## config.mk

```make
export PLATFORM = sky130hd
export DESIGN_NAME = fetch_unit_flat
export DESIGN_NICKNAME = d
export VERILOG_FILES = /design/src/rtl/fetch_if.sv /design/src/rtl/fetch_unit.sv /design/src/flat_wrapper.sv
export SDC_FILE = /design/constraint.sdc
export NUM_CORES = 1
export LEC_CHECK = 0
export BUFFER_PORTS_ARGS = -buffer_cell sky130_fd_sc_hd__buf_2
export CORE_AREA = 2 2 60 62
export CTS_CLUSTER_SIZE = 12
export DETAILED_ROUTE_END_ITERATION = 8
export DIE_AREA = 0 0 62 64
export PLACE_DENSITY = 0.76
export SLEW_MARGIN = 20
export SYNTH_ARGS = -nofsm -noshare
export SYNTH_HDL_FRONTEND = slang
export SYNTH_SLANG_ARGS = --single-unit
```

## constraint.sdc

```tcl
create_clock -name clk -period 1.89 [get_ports clk]
set_clock_uncertainty 0.05 [all_clocks]
set_input_delay 0.378 -clock clk [delete_from_list [all_inputs] [get_ports clk]]
set_output_delay 0.378 -clock clk [all_outputs]
set_load 0.01 [all_outputs]
```

## src/rtl/fetch_if.sv

```systemverilog
// Fetch-stage bus: instruction-memory read port, redirect input and decode-side valid/ready output.
// master = fetch_unit, slave = the memory/decode environment.
interface fetch_if #(
    parameter int ADDR_W  = 4,
    parameter int INSTR_W = 16
);
    logic [ADDR_W-1:0]  imem_addr;
    logic [INSTR_W-1:0] imem_instr;
    logic               redirect_valid;
    logic [ADDR_W-1:0]  redirect_target;
    logic               out_valid;
    logic               out_ready;
    logic [INSTR_W-1:0] out_instr;
    logic [ADDR_W-1:0]  out_pc;
    logic               halted;
    logic [7:0]         fetch_count;

    modport master (
        output imem_addr,
        input  imem_instr,
        input  redirect_valid,
        input  redirect_target,
        output out_valid,
        input  out_ready,
        output out_instr,
        output out_pc,
        output halted,
        output fetch_count
    );

    modport slave (
        input  imem_addr,
        output imem_instr,
        output redirect_valid,
        output redirect_target,
        input  out_valid,
        output out_ready,
        input  out_instr,
        input  out_pc,
        input  halted,
        input  fetch_count
    );
endinterface

```

## src/rtl/fetch_unit.sv

```systemverilog
// Instruction fetch stage: owns the PC, reads the combinational imem, presents words to decode.
// Optional halt-on-zero-word behaviour is enabled by defining FETCH_HALT_ON_ZERO_EN.
module fetch_unit #(
    parameter int                ADDR_W   = 4,
    parameter int                INSTR_W  = 16,
    parameter logic [ADDR_W-1:0] RESET_PC = '0
) (
    input  logic     clk,
    input  logic     rst_n,
    fetch_if.master  bus,
    output logic     state_dbg
);
    typedef enum logic {RUN = 1'b0, HALTED = 1'b1} state_t;

    state_t             state;
    logic [ADDR_W-1:0]  pc;
    logic               out_valid_q;
    logic [INSTR_W-1:0] out_instr_q;
    logic [ADDR_W-1:0]  out_pc_q;
    logic [7:0]         fetch_count_q;

    // Handshake: a word moves to decode on a rising edge where out_valid && out_ready.
    // While out_valid is high and out_ready low, out_instr/out_pc hold; out_valid only
    // drops without a transfer on redirect or reset.
    logic transfer;
    logic slot_free;

    assign transfer  = out_valid_q & bus.out_ready;
    assign slot_free = ~out_valid_q | bus.out_ready;

    always_ff @(posedge clk or negedge rst_n) begin
        if (!rst_n) begin
            state         <= RUN;
            pc            <= RESET_PC;
            out_valid_q   <= 1'b0;
            out_instr_q   <= '0;
            out_pc_q      <= '0;
            fetch_count_q <= '0;
        end else begin
            if (transfer && fetch_count_q != 8'hFF)
                fetch_count_q <= fetch_count_q + 8'd1;

            // Redirect wins over fetch and stall; the held word is flushed, not delivered.
            if (bus.redirect_valid) begin
                pc          <= bus.redirect_target;
                out_valid_q <= 1'b0;
                state       <= RUN;
            end else if (state == RUN && slot_free) begin
`ifdef FETCH_HALT_ON_ZERO_EN
                if (bus.imem_instr == '0) begin
                    state       <= HALTED;
                    out_valid_q <= 1'b0;
                end else begin
                    out_instr_q <= bus.imem_instr;
                    out_pc_q    <= pc;
                    out_valid_q <= 1'b1;
                    pc          <= pc + ADDR_W'(1);
                end
`else
                out_instr_q <= bus.imem_instr;
                out_pc_q    <= pc;
                out_valid_q <= 1'b1;
                pc          <= pc + ADDR_W'(1);
`endif
            end
        end
    end

    assign bus.imem_addr   = pc;
    assign bus.out_valid   = out_valid_q;
    assign bus.out_instr   = out_instr_q;
    assign bus.out_pc      = out_pc_q;
    assign bus.fetch_count = fetch_count_q;
    assign state_dbg       = state;

`ifdef FETCH_HALT_ON_ZERO_EN
    assign bus.halted = (state == HALTED);
`else
    assign bus.halted = 1'b0;
`endif
endmodule

```

## src/flat_wrapper.sv

```systemverilog
// flat-port wrapper written by rule: the top's interface ports become plain ports
module fetch_unit_flat 
#(
    parameter int                ADDR_W   = 4,
    parameter int                INSTR_W  = 16,
    parameter logic [ADDR_W-1:0] RESET_PC = '0
)
  (clk, rst_n, state_dbg, bus_imem_addr, bus_imem_instr, bus_redirect_valid, bus_redirect_target, bus_out_valid, bus_out_ready, bus_out_instr, bus_out_pc, bus_halted, bus_fetch_count);
  fetch_if #(.ADDR_W(ADDR_W), .INSTR_W(INSTR_W)) bus_i ();
  input  logic clk;
  input  logic rst_n;
  output logic state_dbg;
  output wire logic [$bits(bus_i.imem_addr)-1:0] bus_imem_addr;
  input wire logic [$bits(bus_i.imem_instr)-1:0] bus_imem_instr;
  input wire logic [$bits(bus_i.redirect_valid)-1:0] bus_redirect_valid;
  input wire logic [$bits(bus_i.redirect_target)-1:0] bus_redirect_target;
  output wire logic [$bits(bus_i.out_valid)-1:0] bus_out_valid;
  input wire logic [$bits(bus_i.out_ready)-1:0] bus_out_ready;
  output wire logic [$bits(bus_i.out_instr)-1:0] bus_out_instr;
  output wire logic [$bits(bus_i.out_pc)-1:0] bus_out_pc;
  output wire logic [$bits(bus_i.halted)-1:0] bus_halted;
  output wire logic [$bits(bus_i.fetch_count)-1:0] bus_fetch_count;
  assign bus_imem_addr = bus_i.imem_addr;
  assign bus_i.imem_instr = bus_imem_instr;
  assign bus_i.redirect_valid = bus_redirect_valid;
  assign bus_i.redirect_target = bus_redirect_target;
  assign bus_out_valid = bus_i.out_valid;
  assign bus_i.out_ready = bus_out_ready;
  assign bus_out_instr = bus_i.out_instr;
  assign bus_out_pc = bus_i.out_pc;
  assign bus_halted = bus_i.halted;
  assign bus_fetch_count = bus_i.fetch_count;
  fetch_unit #(.ADDR_W(ADDR_W), .INSTR_W(INSTR_W), .RESET_PC(RESET_PC)) u_core (.clk(clk), .rst_n(rst_n), .bus(bus_i), .state_dbg(state_dbg));
endmodule
```

* After elaboration in Yosys (flattened, before gate mapping)
Index checks and enable logic that the tools add are counted.
Operators by class: $add $sub $neg 2, eq/ne operators 1, mux-type cells 4, bitwise operators 4, reduce and logical (&&, ||, !) cells 3
Operators by type and width (number):
- adder 8 x 1 -> 8 bit (second input constant) | 1
- two-way mux 4 bit | 2
- inequality test 8 bit (second input constant) | 1
- adder 4 x 1 -> 4 bit (second input constant) | 1
- two-way mux 1 bit | 2
- NOT 1 bit | 2
- AND reduction 2 bit | 1
- nonzero test 2 bit | 1
- AND 1 bit | 1
- logical AND 1 bit | 1
- OR 1 bit | 1
Word-level totals: register bits 33, output and inout port bits 35, logic and storage cells 19

* Logic depth before layout (Yosys ltp)
depth after elaboration 4, gate-level depth with buffers 5, gate-level depth less buffers 4

* Worst setup path after synthesis
No wires, ideal clock.
path kind reg-to-reg, start point register u_core.fetch_count_q[0] (netlist: u_core.bus.fetch_count[0]), end point register u_core.fetch_count_q[1] (netlist: u_core.bus.fetch_count[1]), setup time 0.125 ns, arrival 1.395 ns, required time 1.715 ns, setup slack 0.321 ns, cell stages (with the launch flop) 5, clock period less this slack 1.569 ns, cells stage by stage dfrtp_1 ha_1 nand4_2 o211ai_1 mux2_2
Between the ends: cells in the longest elaborated chain, start to end 2
Ends and longest elaborated chain:
- from (decl) | RTL line fetch_unit.sv:20 | logic [7:0] fetch_count_q;
- from (signal assigned) | RTL line fetch_unit.sv:41 | fetch_count_q <= fetch_count_q + 8'd1;
- branches (longest 2 deep; another with adder 8 x 1 -> 8 bit)
Several ways; the timed one is not identified. A chain may end at the register's enable or synchronous reset.

* Final worst setup path
start point register u_core.out_valid_q (netlist: u_core.bus.out_valid), end point register u_core.out_instr_q[15] (netlist: u_core.bus.out_instr[15])
Between the ends: cells in the longest elaborated chain, start to end 3
Ends and longest elaborated chain:
- from (decl) | RTL line fetch_unit.sv:17 | logic out_valid_q;
- from (signal assigned) | RTL line fetch_unit.sv:35 | out_valid_q <= 1'b0;
- from (signal assigned) | RTL line fetch_unit.sv:46 | out_valid_q <= 1'b0;
- from (signal assigned) | RTL line fetch_unit.sv:62 | out_valid_q <= 1'b1;
- NOT 1 bit | RTL line fetch_unit.sv:29 | assign slot_free = ~out_valid_q | bus.out_ready;
- OR 1 bit | RTL line fetch_unit.sv:29
- AND reduction 2 bit (no source line)
- to (signal assigned) | RTL line fetch_unit.sv:60 | out_instr_q <= bus.imem_instr;
- to (decl) | RTL line fetch_unit.sv:18 | logic [INSTR_W-1:0] out_instr_q;
No other way between the ends.

==> results.cfg <==
[worst_setup_path]
critPathArrivalTime_ps = 1920
criticalPathCategory = reg2reg
path_max_fanout = 20
worst_setup_path_start_kind = flip-flop
critical_path.slowest_cell = nor2_4
cpPeakStageDelay_ps = 610
cp_top_family = simple AND/OR/NAND/NOR gates
worst_ep_required_time_ps = 2070
cp_cell_sequence = nor2b_4 > nor2_4 > mux2_4
critPathLaunch = u_core.bus.out_valid
end_kind = flip-flop
r2r_start = u_core.bus.out_valid
path_buf_inv = 0

[sta]
slew_headroom_pct = 47.0
period_share_pct = 92.4
timing.setup.tns_ps = 0
max_freq_mhz = 573
fin_crit_ps = 1750
worst_pin_slew_ps = 793
final_max_slew_viol_count = 0
rsz0062_at_grt = false
setup_violations = 0
hold_viol_final = 0

[placed_design]
routabilityCongestion = 0.868
dpl_cell_area_um2 = 1800
portBuffers = 56
post-dp-hpwl_um = 2220

[floorplanning]
die_y_um = 64
dieWidth_um = 62
design.core.area_um2 = 3280
start_util_pct = 46.0
num_rows = 21
die-area_um2 = 3970
io_pins = 59

[global_route]
grt_max_degree = 34
grt-ovfl-total = 0
grt_pass1_vias = 1071
antenna_found_initial = 0
grt_pass1_wl_um = 4910
grt_usage_pct = 17.2

[detailed_routing]
wl_per_cell_um = 14.3
ant_nets = 0
drc = 0
viasPerCell = 4.87
routed_wl_um = 3010
dr_total_vias = 1028
drt_iter0_drc = 29
first_pass_iters = 4

[clocking]
cts_tree = done
cts_hold_buf = 0
numCtsBuffers = 5
htreeDepth = 2
cts.clk_slew.worst_paths_ps = 110
clk_latency_ps = 330
root_buffer = clkbuf_4
clk_path_buf_depth = 2
cts_setup_buffers = 0
ctsResizeCount = 0
cts_sinks = 33

[synth]
synth-main-ff-cell = dfrtp_1
yosysUniqueCellTypes = 28
postSynthAreaPerCell_um2 = 14.4
async_flop_share_pct = 100
synth.area.top_cells = dfrtp_1 55%, mux2_4 20%, mux2_2 3.0%, buf_6 2.2%, nand3_1 2.0%
synth-edff-count = 0
yosys_register_bits = 33
yosysTopAreaCellShare_pct = 54.7
synthCells = 105
synth_area_um2 = 1510
ys_warn_count = 0
ys_top_cells_by_count = 33 x dfrtp_1, 20 x mux2_4, 6 x nand3_1
synth_area_leader_cell = dfrtp_1
synth_most_common_cell = dfrtp_1
ys_seq_area_share_pct = 54.7

[final_layout]
layout.nets = 190
n_antenna_cell = 0
n_fill_cell = 282
fin_area_um2 = 1910
area_growth_pct = 26.2
layout-drive-gt1-share_pct = 56.4

[power]
leakagePower_uw = 0.000964
irDropWorstVdd_v = 0.000578
powerDensity_nw_per_um2 = 1150

[flow_run]
cap_violations = 0

[run_status]
outcome = completed

[min_path]
min_path_type = in2async
==> metal layers <==
| metal | vias to the layer above | share of wire [%] | track usage (%) |
|---|---|---|---|
| li1 | 487 | - | - |
| met1 | 499 | 43 | 21.1 |
| met2 | 40 | 49 | 26.7 |
| met3 | 2 | 7.1 | 7.29 |
| met4 | 0 | 0.63 | 5.59 |
| met5 | - | 0 | 0 |
==> state kept, by name, summed over array words and instances (netlist names) <==
| register | cells |
|---|---|
| u_core.bus.out_valid | 1 |
| u_core.bus.out_pc | 4 |
| u_core.bus.fetch_count | 8 |
| u_core.bus.out_instr | 16 |
| u_core.bus.imem_addr | 4 |
==> where the power goes <==
group	switching, uW	internal [uW]	leakage [uW]
clock	253	409	0.0000552
sequential	141	844	0.000395
combinational	246	292	0.000514
total	640	1550	0.000964
==> metrics by stage <==
stage               utilization, %  instances  hold slack, ps  power [uW]  worst slack, ps
floorplan                        -        106            32.4        1310              321
global placement              54.9        203             410        1510              176
detailed placement            54.9        203             426        1540              139
CTS                           58.0        211            52.5        2200              140
global route                  58.0        211            52.4        2320             71.3
finish                        58.0        211            27.3        2190              143
==> cells by family (layout without fill, tap and decap cells) <==
| group | Yosys count | count (layout) | synth area share, % |
|---|---|---|---|
| mux | 25 | 25 | 23.5 |
| xor+xnor | 4 | 4 | 2.32 |
| flops | 33 | 33 | 54.7 |
| fa+ha+maj | 2 | 2 | 1.66 |
| simple gates | 24 | 24 | 9.94 |
| compound gates | 9 | 9 | 3.89 |
| buf+inv | 7 | 66 | 3.73 |
| other cells | 1 | 2 | 0.248 |
==> area by class of cell <==
class	instances	area (um^2)	share of cell area (%)
Tap cell	46	57.6	3.02
Clock inverter	3	65.1	3.41
Sequential cell	33	826	43.3
Clock buffer	5	37.5	1.97
Inverter	2	7.51	0.394
Multi-Input combinational cell	66	632	33.2
Timing Repair Buffer	56	280	14.7
==> final timing paths <==
path | to | slack (ps) | depth (start not counted)
worst max-delay path | u_core.bus.out_instr[15] | 140 | 3
worst min-delay path | u_core.bus.fetch_count[4] | 30 | 1
worst max register to register | u_core.bus.out_instr[15] | 140 | 3
worst min register to register | u_core.bus.out_instr[7] | 470 | 1
max in group asynchronous | u_core.bus.out_pc[3] | 1300 | 1
min in group clk | u_core.bus.imem_addr[0] | 210 | 3
==> placed cells by master (no fill, tap or decap), drive strengths merged <==
master / synthesis / final
a31oi: 1 / 1
or3: 1 / 1
o211ai: 4 / 4
clkinv: 0 / 1
nand4: 3 / 3
o21a: 1 / 1
dfrtp: 33 / 33
ha: 2 / 2
xnor2: 3 / 3
nor2: 3 / 3
conb: 1 / 2
xor2: 1 / 1
nand2b: 1 / 1
clkbuf: 0 / 5
mux2: 24 / 24
and3: 2 / 2
o21ai: 3 / 3
nand3: 6 / 6
inv: 2 / 2
nor2b: 1 / 1
buf: 5 / 56
mux2i: 1 / 1
bufinv: 0 / 2
nand2: 5 / 5
or4: 1 / 1
and4: 1 / 1
(Power assumes the default switching activity.)
